<file path="config.mk">
export PLATFORM = sky130hd
export DESIGN_NAME = rr_stream_mux
export DESIGN_NICKNAME = d
export VERILOG_FILES = /design/src/rtl/rr_mux_pkg.sv /design/src/rtl/rr_arbiter.sv /design/src/rtl/rr_stream_mux.sv
export SDC_FILE = /design/constraint.sdc
export NUM_CORES = 1
export LEC_CHECK = 0
export ABC_CLOCK_PERIOD_IN_PS = 2500
export CAP_MARGIN = 25
export CORE_ASPECT_RATIO = 1.75
export CORE_MARGIN = 10
export CORE_UTILIZATION = 38
export CTS_CLUSTER_DIAMETER = 100
export DETAILED_ROUTE_END_ITERATION = 8
export PLACE_DENSITY = 0.78
export SLEW_MARGIN = 40
export SYNTH_ARGS = -nofsm -noshare
export SYNTH_HDL_FRONTEND = slang
export SYNTH_SLANG_ARGS = --single-unit
</file>
<file path="constraint.sdc">
create_clock -name clk -period 2.5 [get_ports clk]
set_clock_uncertainty 0.1 [all_clocks]
set_input_delay 0.625 -clock clk [delete_from_list [all_inputs] [get_ports clk]]
set_output_delay 0.625 -clock clk [all_outputs]
set_load 0.05 [all_outputs]
</file>
<file path="src/rtl/rr_mux_pkg.sv">
// ---------------------------------------------------------------------------
// rr_mux_pkg: shared state encoding and channel-index width helper.   Rev 1.0
// ---------------------------------------------------------------------------
`default_nettype none

package rr_mux_pkg;

  typedef enum logic [0:0] {
    IDLE   = 1'b0,
    LOCKED = 1'b1
  } state_t;

  // Channel index is at least one bit so a single-channel build still has a port.
  function automatic int ch_width(input int n);
    return (n <= 1) ? 1 : $clog2(n);
  endfunction

endpackage

`default_nettype wire

</file>
<file path="src/rtl/rr_arbiter.sv">
// ---------------------------------------------------------------------------
// rr_arbiter: combinational rotate-priority pick starting after last_grant. Rev 1.0
// ---------------------------------------------------------------------------
`default_nettype none

module rr_arbiter
  import rr_mux_pkg::*;
#(
  parameter int  NUM_CH = 4,
  localparam int CH_W   = ch_width(NUM_CH)
) (
  input  logic [NUM_CH-1:0] req,
  input  logic [CH_W-1:0]   last_grant,
  output logic [CH_W-1:0]   grant,
  output logic              any_req
);

  logic            upper_hit;
  logic [CH_W-1:0] upper_idx;
  logic [CH_W-1:0] lower_idx;

  // Scan downward so the lowest index in each half wins; the half above
  // last_grant has priority, otherwise wrap to the lowest requester.
  always_comb begin
    upper_hit = 1'b0;
    upper_idx = '0;
    lower_idx = '0;
    for (int i = NUM_CH - 1; i >= 0; i--) begin
      if (req[i]) begin
        if (CH_W'(i) > last_grant) begin
          upper_hit = 1'b1;
          upper_idx = CH_W'(i);
        end else begin
          lower_idx = CH_W'(i);
        end
      end
    end
  end

  assign grant   = upper_hit ? upper_idx : lower_idx;
  assign any_req = |req;

endmodule

`default_nettype wire

</file>
<file path="src/rtl/rr_stream_mux.sv">
// ---------------------------------------------------------------------------
// rr_stream_mux: packet-locked round-robin N:1 valid/ready stream mux.  Rev 1.0
// ---------------------------------------------------------------------------
`default_nettype none

module rr_stream_mux
  import rr_mux_pkg::*;
#(
  parameter int  NUM_CH = 4,
  parameter int  DATA_W = 8,
  localparam int CH_W   = ch_width(NUM_CH)
) (
  input  logic                     clk,
  input  logic                     rst,
  input  logic [NUM_CH-1:0]        in_valid,
  input  logic [NUM_CH*DATA_W-1:0] in_data,
  input  logic [NUM_CH-1:0]        in_last,
  output logic [NUM_CH-1:0]        in_ready,
  output logic                     out_valid,
  output logic [DATA_W-1:0]        out_data,
  output logic                     out_last,
  output logic [CH_W-1:0]          out_ch,
  input  logic                     out_ready,
  output logic                     busy
);

  state_t          state;
  logic [CH_W-1:0] grant;
  logic [CH_W-1:0] last_grant;
  logic [CH_W-1:0] arb_grant;
  logic            arb_any;
  logic            xfer;
  logic [DATA_W-1:0] ch_data [NUM_CH];

  for (genvar g = 0; g < NUM_CH; g++) begin : g_unpack
    assign ch_data[g] = in_data[g*DATA_W +: DATA_W];
  end

  rr_arbiter #(
    .NUM_CH(NUM_CH)
  ) u_arb (
    .req       (in_valid),
    .last_grant(last_grant),
    .grant     (arb_grant),
    .any_req   (arb_any)
  );

  always_comb begin
    in_ready = '0;
    if (state == LOCKED) begin
      in_ready[grant] = ~out_valid | out_ready;
    end
  end

  assign xfer = (state == LOCKED) & in_valid[grant] & in_ready[grant];
  assign busy = (state == LOCKED) | out_valid;

  always_ff @(posedge clk or posedge rst) begin
    if (rst) begin
      state      <= IDLE;
      grant      <= '0;
      last_grant <= CH_W'(NUM_CH - 1);
      out_valid  <= 1'b0;
      out_data   <= '0;
      out_last   <= 1'b0;
      out_ch     <= '0;
    end else begin
      case (state)
        IDLE: begin
          if (arb_any) begin
            grant <= arb_grant;
            state <= LOCKED;
          end
        end
        LOCKED: begin
          // The lock is held until the end-of-packet beat is accepted.
          if (xfer && in_last[grant]) begin
            state      <= IDLE;
            last_grant <= grant;
          end
        end
        default: state <= IDLE;
      endcase

      if (xfer) begin
        out_valid <= 1'b1;
        out_data  <= ch_data[grant];
        out_last  <= in_last[grant];
        out_ch    <= grant;
      end else if (out_ready) begin
        out_valid <= 1'b0;
      end
    end
  end

endmodule

`default_nettype wire

</file>
# Word-level counts from Yosys, hierarchy flattened
# Cells that the tools add are included.
# totals
ff_bits	17
latchBits	0
mem_bits_rw	0
romBits	0
input_bits	43
output_inout_bits	17
wordCells	70
n_memories	0
# op_classes
addsub	0
n_mul	0
div_mod_pow	0
magnitude_cmp	7
n_eq_ne	0
shift	0
n_mux	42
n_bitwise	8
reduce_logical	6
# ops
operator	count
2-to-1 mux 2 bit	17
binary-select mux 8 bit (select 2 bit)	1
2-to-1 mux 1 bit	16
2-to-1 mux 8 bit	2
binary-select mux 1 bit (select 2 bit)	3
bitwise AND 4 bit	1
greater-than comparator 1 x 2 -> 1 bit, first input constant	2
greater-than comparator 2 bit, first input constant	2
2-to-1 mux 4 bit	1
AND reduction 2 bit	2
OR reduction 4 bit	1
greater-or-equal comparator 3 bit, second input constant	1
less-than comparator 2 x 3 -> 1 bit, second input constant	1
NOT 2 -> 3 bit	1
bitwise AND 1 bit	2
demux 1 bit (select 2 bit)	1
greater-or-equal comparator 2 x 1 -> 1 bit, second input constant	1
logical AND 1 bit	2
NOT 1 bit	2
OR 1 bit	2
case mux 1 bit (2 select lines)	1
nonzero test 2 bit	1

# Depth between registers and ports, before layout
# Gate-level depths: netlist (run 1).
# depth
ltp_word	12
mapped_depth	6
depth_no_buf	4

# Modules after synthesis
# A second synthesis (run 1) with hierarchy kept.
# hier_totals
cells_unflattened	78
area_unflattened_um2	1078.5
# modules_own_cells
module	n_inst	cells_each	area_per_inst_um2	seq_area_each_um2
rr_stream_mux	1	64	992.2	427.9
rr_arbiter	1	14	86.3	0.0

# Worst setup path after synthesis (run 1)
# No wires, ideal clock.
# synth_timing
path_kind	input to output
startpoint	in out_ready
endpoint	out in_ready[0]
arrival_ns	1.936
t_required_ns	1.775
slack_ns	-0.161
stages	3
path_buffers	0
path_cell_list	nand2b_1 -> nand2_1 -> nor3_1
# synth_between
elab_chain_cells	3
# synth_rtl
element	line_no	text
from (decl)	rr_stream_mux.sv:23	input logic out_ready,
OR 1 bit	rr_stream_mux.sv:51	in_ready[grant] = ~out_valid | out_ready;
bitwise AND 4 bit (no source line)	n/a	
2-to-1 mux 4 bit	rr_stream_mux.sv:50	if (state == LOCKED) begin
to (decl)	rr_stream_mux.sv:18	output logic [NUM_CH-1:0] in_ready,
# Every way passes these cells.

# Worst setup path after layout (run 1)
# layout_timing
startpoint	in out_ready
endpoint	out in_ready[3]
# The elaborated chain is that of the path after synthesis.

==> flow_metrics.env, run 1 <==
export IMPL_synth_enable_flop_cells=0
export IMPL_syn_mean_instance_area_um2=12.7
export IMPL_pre_cts_slack_ps=-3.51
export IMPL_sequential_fraction_of_the_synthesis_area_pct=40.7
export IMPL_regToRegEndpoint="out_data[0]$_DFFE_PP0P_"
export IMPL_asyncSetResetFlopFracSynth_pct=100
export IMPL_setup_slack_ps=67.2
export IMPL_placeableCoreArea_um2=2690
export IMPL_critical_path_cell_chain="clkdlybuf4s50_1, nand2b_4, nand3_2, nor2_2, buf_12"
export IMPL_timing_fmax_mhz=411
export IMPL_setup_violations_final=0
export IMPL_post_route_drc_count=0
export IMPL_worst_setup_hold_path_clk_slew_ps=70
export IMPL_yosysUniqueCellTypes=30
export IMPL_synthCells=83
export IMPL_critical_path_slowest_cell="clkdlybuf4s50_1"
export IMPL_detail_route_wirelength_um=3510
export IMPL_cts_num_sinks=17
export IMPL_rsz0062_at_grt="false"
export IMPL_synth_compound_area_share_pct=6.78
export IMPL_area_growth_from_synthesis_to_layout_pct=71.8
export IMPL_final_antenna_net_count=0
export IMPL_finalCritPeriodShare_pct=97.3
export IMPL_fin_total_pwr_uw=2380
export IMPL_via_count_of_the_first_global_routing_pass=1028
export IMPL_timing_final_crit_period_ps=2430
export IMPL_fin_worst_hold_slack_ps=373
export IMPL_placement_io_buffers=59
export IMPL_synth_xor_area_share_pct=0
export IMPL_tritoncts_num_buffers=3
export IMPL_timing_reg2reg_setup_slack_ps=430
export IMPL_critPathMaxStageDelay_ps=460
export IMPL_initial_core_util_pct=39.1
export IMPL_routed_wl_per_cell_um=19.7
export IMPL_synth_main_ff_cell="dfrtp_1"
export IMPL_design_final_nets=195
export IMPL_overflow=0
export IMPL_dominant_combinational_cell_family_by_area_after_synthesis="multiplexers"
export IMPL_switching_share_pct=45.6
export IMPL_synthesized_net_count=126
export IMPL_grt_start_max_net_pins=18
export IMPL_clock_power_share_pct=8.8
export IMPL_post_cts_buffers=0
export IMPL_maxSlewHeadroom_pct=55.4
export IMPL_yosysWarningCount=0
export IMPL_synth_seq_cells=17
export IMPL_timing_critical_path_from_type="input pin"
export IMPL_p_int_uw=1300
export IMPL_cp_end_kind="primary output"
export IMPL_worstMarginPinSlew_ps=669
export IMPL_finalHoldViolations=0
export IMPL_grt_pass1_wl_um=5400
export IMPL_power_leakage_uw=0.000765
export IMPL_cts_tree="yes"
export IMPL_num_vias=967
export IMPL_power_per_cell_area_nw_per_um2=1320
export IMPL_worstPathMaxFanout=3
export IMPL_globalplace_congestion=0.804
export IMPL_run_status="completed"
export IMPL_synthSimpleGateAreaFrac_pct=12.1
export IMPL_design_area_um2=1810
export IMPL_clock_insertion_delay_worst_skew_ps=260
export IMPL_dp_hpwl_um=2920
export IMPL_placement_rows=25
export IMPL_drt_iter0_drc=12
export IMPL_dp_cells=174
export IMPL_vdd_drop_max_uv=630
export IMPL_number_of_antenna_violations_at_the_first_check_in_global_routing=0
export IMPL_drt_pre_antenna_iters=4
export IMPL_ff2ff_path_depth=3
export IMPL_maxSlewViolCount=0
export IMPL_synth_mux_area_fraction_pct=34.1
export IMPL_crit_start="out_ready"
export IMPL_min_delay_path_class="reg2reg"
export IMPL_synth_cell_area_um2=1050
export IMPL_clock_path_buffers=2
export IMPL_worst_ep_arrival_time_ps=1710
export IMPL_seq_power_share_pct=24.3
export IMPL_avgViaCountPerCell=5.43
export IMPL_ioPinCount=60
export IMPL_grt_util_all_layers_pct=13.0
export IMPL_placedInstanceArea_um2=1740
export IMPL_r2r_start="grant[1]$_DFFE_PP0P_"
export IMPL_combinational_group_share_of_total_power_pct=66.9
export IMPL_die_width_um=59.8
export IMPL_die_area_um2=5360
export IMPL_endpoint="in_ready[3]"
export IMPL_switchingPower_uw=1090
export IMPL_chipHeight_um=89.6
export IMPL_post_synth_fa_ha_maj_area_fraction_pct=0
export IMPL_non_filler_cells_final=178
export IMPL_clockRootBuffer="clkbuf_8"
export IMPL_max_cap_violations=0
export IMPL_worst_ep_required_time_ps=1770
export IMPL_crit_type="in2out"
export IMPL_drive_above_1_share_pct=30.5
export IMPL_cts_htree_levels=1
export IMPL_antenna_cells_inserted=0
timing repair:
| item | CTS | global route |
|---|---|---|
| endpoints found under the setup margin | 2 | 2 |
| gates resized for setup | 2 | 2 |
| pin swaps | 0 | 1 |
| hold buffers | 0 | 0 |
per-stage QoR:
step / utilization (%) / setup TNS, ps
floorplan: - / -322
global placement: 64.8 / 0
detailed placement: 64.8 / -3.51
CTS: 66.7 / -13.8
global route: 67.2 / 0
finish: 67.2 / 0
Yosys cell counts (2+ instances only):
library cell   n  area [um^2]
mux4_2         9          203
nor2b_1        3         18.8
dfrtp_1       15          375
nand2_1        7         26.3
nor2_1         6         22.5
dfstp_2        2         52.6
o21ai_0        4         20.0
nand2b_1       2         12.5
inv_1          3         11.3
mux2_4         5         75.1
nor3_1         2         10.0
mux2_2         4         45.0
buf_4          2         15.0
nand3_1        3         15.0
sequential cells by signal, summed over array words and instances (netlist names):
name and flops:
out_data 8, grant 2, last_grant 2, out_ch 2
out_last 1, out_valid 1, state 1
cell families after synthesis:
| kind of cell | Yosys count |
|---|---|
| AOI/OAI and AO/OA | 11 |
| buffers and inverters | 9 |
| DFF | 17 |
| muxes | 20 |
| and+or+nand+nor | 26 |
metal layers:
| metal | up-vias | wire [um] | track usage [%] |
|---|---|---|---|
| met4 | 0 | 46 | 2.46 |
| met5 | - | 0 | 0 |
| met3 | 4 | 371 | 5.35 |
| li1 | 446 | - | - |
| met1 | 470 | 1230 | 12.8 |
| met2 | 47 | 1870 | 24.2 |
critical path, delay by kind of cell:
family                 cells  cell delay (ps)
AND/OR/NAND/NOR            3              460
buffers and inverters      2              610
final cells by class:
cell class              instances  area [um^2]
fillers                       212          882
repair buffers                 70          713
multi-input cells              57          576
flip-flops and latches         17          428
clock buffers                   3         41.3
well taps                      27         33.8
inverters                       3         11.3
clock inverters                 1         5.00
power by group through the flow:
stage	combinational [uW]	clock (uW)	sequential, uW
CTS	1600	212	576
floorplan	778	0	849
global route	1680	220	604
global placement	1570	0	572
detailed placement	1580	0	581
finish	1600	209	580
cell usage in the layout, fill, tap and decap left out, drive strengths merged, types with 2 or more instances in the layout:
| cell | instances |
|---|---|
| o21ai | 4 |
| nor2b | 3 |
| dfstp | 2 |
| dfrtp | 15 |
| mux2 | 9 |
| nand3 | 4 |
| buf | 15 |
| nor2 | 6 |
| nand2 | 7 |
| clkbuf | 3 |
| inv | 3 |
| nand2b | 2 |
| clkdlybuf4s50 | 55 |
| mux4 | 10 |
| nor3 | 2 |
worst min path at each step:
stage / depth (start not counted) / slack (ps) / endpoint / start
2_1_floorplan: 2 / 390 / last_grant[0]$_DFFE_PP1P_ / last_grant[0]$_DFFE_PP1P_
3_3_place_gp: 2 / 360 / out_last$_DFFE_PP0P_ / out_last$_DFFE_PP0P_
3_5_place_dp: 2 / 360 / out_last$_DFFE_PP0P_ / out_last$_DFFE_PP0P_
4_1_cts: 2 / 380 / out_last$_DFFE_PP0P_ / out_last$_DFFE_PP0P_
5_1_grt: 2 / 400 / out_last$_DFFE_PP0P_ / out_last$_DFFE_PP0P_
6_report: 2 / 370 / out_last$_DFFE_PP0P_ / out_last$_DFFE_PP0P_
Note: power is estimated with default switching activity, not from simulation.
==> run 2: changes to the inputs <==
ABC_AREA = 1   (was unset)
CORE_UTILIZATION = 39   (was 38)
PLACE_DENSITY = 0.77   (was 0.78)
==> run 2 against run 1 <==
Clock power about the same. Sequential share of layout area down 0.34 points. Global-route usage up 1.7 points.
==> flow_metrics.env, run 2 <==
export IMPL_critical_path_slowest_cell="clkdlybuf4s50_1"
export IMPL_asyncSetResetFlopFracSynth_pct=100
export IMPL_crit_type="in2out"
export IMPL_placement_io_buffers=59
export IMPL_num_vias=1397
export IMPL_cp_top_family="buffers and inverters"
export IMPL_cts_tree="yes"
export IMPL_globalplace_congestion=0.804
export IMPL_drive_above_1_share_pct=9.82
export IMPL_avgViaCountPerCell=5.54
export IMPL_worstPathMaxFanout=5
export IMPL_clock_path_buffers=2
export IMPL_worst_ep_arrival_time_ps=1670
export IMPL_placedInstanceArea_um2=1790
export IMPL_dp_cells=248
export IMPL_min_delay_path_class="reg2reg"
export IMPL_layout_commonest_cell="clkdlybuf4s50_1"
export IMPL_registers_top_by_ff_count="out_data"
export IMPL_maxSlewViolCount=0
export IMPL_synth_cells_most_frequent="nand2_1, nand3_1, dfrtp_1, nand4_1, inv_1"
export IMPL_grt_pass1_wl_um=6620
export IMPL_finalCritPeriodShare_pct=95.8
export IMPL_ff2ff_path_depth=8
export IMPL_timing_critical_path_from_type="input pin"
export IMPL_grt_start_max_net_pins=24
export IMPL_drt_pre_antenna_iters=4
export IMPL_worst_path_buf_inv=3
export IMPL_cp_end_kind="primary output"
export IMPL_final_antenna_net_count=0
export IMPL_max_cap_violations=0
export IMPL_sequential_fraction_of_the_synthesis_area_pct=37.3
export IMPL_worst_setup_hold_path_clk_slew_ps=70
export IMPL_power_leakage_uw=0.000836
export IMPL_clock_insertion_delay_worst_skew_ps=250
export IMPL_design_area_um2=1830
export IMPL_design_final_nets=268
export IMPL_finalHoldViolations=0
export IMPL_timing_fmax_mhz=417
export IMPL_synthesized_net_count=210
export IMPL_cts_repair_resize_count=0
export IMPL_dp_hpwl_um=3250
export IMPL_die_area_um2=5600
export IMPL_critPathMaxStageDelay_ps=430
export IMPL_overflow=0
export IMPL_vdd_drop_max_uv=717
export IMPL_detail_route_wirelength_um=3980
export IMPL_cts_num_sinks=17
export IMPL_routed_wl_per_cell_um=15.8
export IMPL_yosys_top_cells_area="dfrtp_1, nand3_1, nand2_1, nand4_1, dfstp_2"
export IMPL_setup_violations_final=0
export IMPL_timing_critical_path_depth=5
export IMPL_worstMarginPinSlew_ps=621
export IMPL_cts_htree_levels=1
export IMPL_synth_cell_area_um2=1150
export IMPL_placeableCoreArea_um2=2860
export IMPL_final_cell_mix="clkdlybuf4s50_1, nand2_1, nand3_1"
export IMPL_non_filler_cells_final=252
export IMPL_finish_utilization_pct=64.1
export IMPL_yosysUniqueCellTypes=19
export IMPL_area_growth_from_synthesis_to_layout_pct=59.9
export IMPL_clockRootBuffer="clkbuf_8"
export IMPL_tritoncts_num_buffers=3
export IMPL_synth_seq_cells=17
export IMPL_drt_iter0_drc=38
export IMPL_largest_register_ffs=8
export IMPL_yosys_cell_count_top_type="nand2_1"
export IMPL_fin_total_pwr_uw=2380
export IMPL_die_width_um=61
export IMPL_synth_largest_area_cell="dfrtp_1"
export IMPL_ioPinCount=60
export IMPL_timing_final_crit_period_ps=2400
export IMPL_yosysWarningCount=0
export IMPL_post_route_drc_count=0
export IMPL_antenna_cells_inserted=0
export IMPL_via_count_of_the_first_global_routing_pass=1398
export IMPL_final_setup_tns_ps=0
export IMPL_maxSlewHeadroom_pct=58.5
export IMPL_placement_rows=26
export IMPL_post_cts_buffers=0
export IMPL_power_per_cell_area_nw_per_um2=1300
export IMPL_synth_top_area_share_pct=32.7
export IMPL_initial_core_util_pct=40.1
export IMPL_number_of_antenna_violations_at_the_first_check_in_global_routing=0
export IMPL_critical_path_cell_chain="clkdlybuf4s50_1, nor2_2, nor4_1, buf_4, buf_12"
export IMPL_synth_enable_flop_cells=0
export IMPL_rsz0062_at_grt="false"
export IMPL_hold_fix_buffers_cts=0
export IMPL_synth_main_ff_cell="dfrtp_1"
export IMPL_min_path_cells=2
export IMPL_chipHeight_um=91.8
export IMPL_syn_mean_instance_area_um2=6.87
export IMPL_worst_ep_required_time_ps=1770
export IMPL_synthCells=167
export IMPL_grt_util_all_layers_pct=14.6
export IMPL_run_status="completed"
## run 2: changes by cell type after synthesis, moves of 5 or more
cell	delta
inv_1	+5
nand2_1	+47
nand4_1	+9
mux2_4	-5
mux4_2	-9
nand3_1	+41
## run 2: layout make-up
| class | instances | area [um^2] |
|---|---|---|
| clock inverter | 1 | 7.51 |
| fill | 265 | 1030 |
| tap | 28 | 35.0 |
| sequential | 17 | 428 |
| clock buffer | 3 | 41.3 |
| inverter | 9 | 36.3 |
| timing repair buffer | 65 | 676 |
| multi-input combinational | 129 | 611 |
## run 2: path summary, 6_finish.rpt
path / end / slack (ps) / startpoint
worst max register to register: out_ch[0]$_DFFE_PP0P_ / 750 / grant[0]$_DFFE_PP0P_
worst min register to register: out_data[5]$_DFFE_PP0P_ / 380 / out_data[5]$_DFFE_PP0P_
max in group asynchronous: grant[0]$_DFFE_PP0P_ / 1240 / rst
min in group asynchronous: out_ch[1]$_DFFE_PP0P_ / 650 / rst
worst max-delay path: in_ready[1] / 100 / out_ready
worst min-delay path: out_data[5]$_DFFE_PP0P_ / 380 / out_data[5]$_DFFE_PP0P_
## run 2: cell families after synthesis
kind of cell / after synthesis / synth area share [%]
DFF: 17 / 37.3
buffers and inverters: 21 / 10.6
and+or+nand+nor: 121 / 48.4
AOI/OAI and AO/OA: 8 / 3.71
## run 2: metal layers
metal / vias up / track usage [%] / share of wire [%]
li1: 678 / - / -
met1: 654 / 16.1 / 37
met2: 56 / 26.5 / 56
met3: 9 / 1.52 / 4.5
met4: 0 / 6.07 / 2.3
met5: - / 0 / 0
## run 2: metrics by stage
step	setup slack (ps)	hold slack (ps)
2_1_floorplan	-480	342
3_5_place_dp	120	364
5_1_grt	20.9	403
3_3_place_gp	132	361
4_1_cts	101	382
6_report	104	383
## run 2: worst min-delay path, delay by kind of cell (launching register included)
family           cells  cell delay [ps]
flip-flops           1              350
AND/OR/NAND/NOR      2              100
## run 2: power by group
| group | internal (uW) | switching (uW) | leakage (uW) | total [uW] |
|---|---|---|---|---|
| Sequential | 417 | 99.8 | 0.000205 | 517 |
| Clock | 112 | 95.4 | 0.0000217 | 207 |
| Combinational | 589 | 1070 | 0.000609 | 1650 |
==> run 3: changes to the inputs <==
ABC_CLOCK_PERIOD_IN_PS = unset   (was 2500)
CORE_MARGIN = 4   (was 10)
==> run 3 against run 2 <==
Highest routed layer unchanged. Sequential power is 2% lower. Cell area rose by 0.14%. Setup slack improved by 6.0 ps. Die area decreased by 30%. Total power down 0.80%. Non-clock buffer count rose by 1. Global-route usage rose by 4.5 points.
==> flow_metrics.env, run 3 (same netlist as run 2, synthesis figures left out) <==
export IMPL_min_path_cells=2
export IMPL_dp_hpwl_um=2790
export IMPL_cts_repair_resize_count=0
export IMPL_finish_utilization_pct=66.7
export IMPL_seq_power_share_pct=21.5
export IMPL_switching_share_pct=52.2
export IMPL_maxSlewViolCount=0
export IMPL_placedInstanceArea_um2=1790
export IMPL_p_int_uw=1130
export IMPL_post_cts_buffers=0
export IMPL_max_cap_violations=0
export IMPL_final_antenna_net_count=0
export IMPL_drt_pre_antenna_iters=4
export IMPL_cts_htree_levels=1
export IMPL_hold_path_end="out_data[7]$_DFFE_PP0P_"
export IMPL_design_area_um2=1840
export IMPL_placement_rows=25
export IMPL_post_route_drc_count=0
export IMPL_worst_setup_hold_path_clk_slew_ps=60
export IMPL_pre_cts_slack_ps=112
export IMPL_num_vias=1356
export IMPL_number_of_antenna_violations_at_the_first_check_in_global_routing=0
export IMPL_grt_pass1_wl_um=6000
export IMPL_crit_type="in2out"
export IMPL_rsz0062_at_grt="false"
export IMPL_regToRegEndpoint="out_ch[0]$_DFFE_PP0P_"
export IMPL_min_delay_path_class="reg2reg"
export IMPL_maxSlewHeadroom_pct=56.0
export IMPL_clock_insertion_delay_worst_skew_ps=240
export IMPL_chipHeight_um=79.8
export IMPL_via_count_of_the_first_global_routing_pass=1421
export IMPL_die_area_um2=3910
export IMPL_area_growth_from_synthesis_to_layout_pct=60.1
export IMPL_hold_fix_buffers_cts=0
export IMPL_fin_total_pwr_uw=2360
export IMPL_largest_register_ffs=8
export IMPL_avgViaCountPerCell=5.38
export IMPL_fin_worst_hold_slack_ps=376
export IMPL_ff2ff_path_depth=9
export IMPL_ioPinCount=60
export IMPL_vdd_drop_max_uv=942
export IMPL_detail_route_wirelength_um=3500
export IMPL_setup_violations_final=0
export IMPL_initial_core_util_pct=41.7
export IMPL_timing_hold_worst_start="out_data[7]$_DFFE_PP0P_"
export IMPL_registers_top_by_ff_count="out_data"
export IMPL_worst_ep_arrival_time_ps=1670
export IMPL_placement_io_buffers=59
export IMPL_timing_reg2reg_setup_slack_ps=730
export IMPL_timing_final_crit_period_ps=2390
export IMPL_worstPathMaxFanout=5
export IMPL_final_cell_mix="clkdlybuf4s50_1, nand2_1, nand3_1"
export IMPL_fillers=232
export IMPL_power_per_cell_area_nw_per_um2=1280
export IMPL_worstMarginPinSlew_ps=659
export IMPL_design_final_nets=269
export IMPL_clock_path_buffers=2
export IMPL_switchingPower_uw=1230
export IMPL_combinational_group_share_of_total_power_pct=70.0
export IMPL_r2r_start="grant[0]$_DFFE_PP0P_"
export IMPL_grt_util_all_layers_pct=19.1
export IMPL_power_leakage_uw=0.000842
export IMPL_regArea_um2=428
export IMPL_placeableCoreArea_um2=2750
export IMPL_run_status="completed"
export IMPL_drt_iter0_drc=34
export IMPL_clock_power_share_pct=8.5
export IMPL_tritoncts_num_buffers=3
export IMPL_finalCritPeriodShare_pct=95.6
export IMPL_setup_slack_ps=110
export IMPL_globalplace_congestion=0.830
export IMPL_clockRootBuffer="clkbuf_8"
export IMPL_antenna_cells_inserted=0
export IMPL_cts_tree="yes"
export IMPL_timing_fmax_mhz=418
export IMPL_drive_above_1_share_pct=9.78
export IMPL_overflow=0
export IMPL_timing_critical_path_from_type="input pin"
export IMPL_layout_commonest_cell="clkdlybuf4s50_1"
export IMPL_multiInputGateArea_um2=611
export IMPL_cts_num_sinks=17
export IMPL_grt_start_max_net_pins=23
export IMPL_die_width_um=49
export IMPL_routed_wl_per_cell_um=13.9
export IMPL_finalHoldViolations=0
export IMPL_worst_ep_required_time_ps=1770
export IMPL_cp_end_kind="primary output"
## run 3: worst max-delay path by stage
stage,start,to,slack [ps]
2_1_floorplan,grant[0]$_DFFE_PP0P_,in_ready[1],-480
3_3_place_gp,out_ready,in_ready[1],130
3_5_place_dp,out_ready,in_ready[2],110
4_1_cts,out_ready,in_ready[2],110
5_1_grt,out_ready,in_ready[3],0.4
6_report,out_ready,in_ready[2],110
## run 3: final cells by class
class | instances | share of cell area, %
repair buffers | 66 | 37.2
well taps | 27 | 1.84
inverters | 9 | 1.98
clock buffers | 4 | 2.45
multi-input cells | 129 | 33.2
flip-flops and latches | 17 | 23.3
## run 3: worst max-delay path, cell delays in order
cell and delay, ps:
clkdlybuf4s50_1 490, nor2_2 80, nor4_2 280, buf_12 190
## run 3: layer usage
| metal | GRT usage, % | up-vias | part of all wire (%) |
|---|---|---|---|
| met4 | 10.2 | 0 | 2.8 |
| met5 | 0 | - | 0 |
| met3 | 3.74 | 10 | 6.9 |
| met2 | 34.9 | 63 | 53 |
| met1 | 20.0 | 603 | 38 |
| li1 | - | 680 | - |
## run 3: metrics by stage
stage	TNS, ps	instances
CTS	0	252
floorplan	-959	167
global route	0	252
detailed placement	0	248
global placement	0	248
finish	0	252
## run 3: power by group through the flow
stage               logic, uW  clock network, uW  registers (uW)
floorplan                 862                  0             795
global placement         1630                  0             507
detailed placement       1660                  0             512
CTS                      1660                206             509
global route             1800                221             528
finish                   1650                201             508
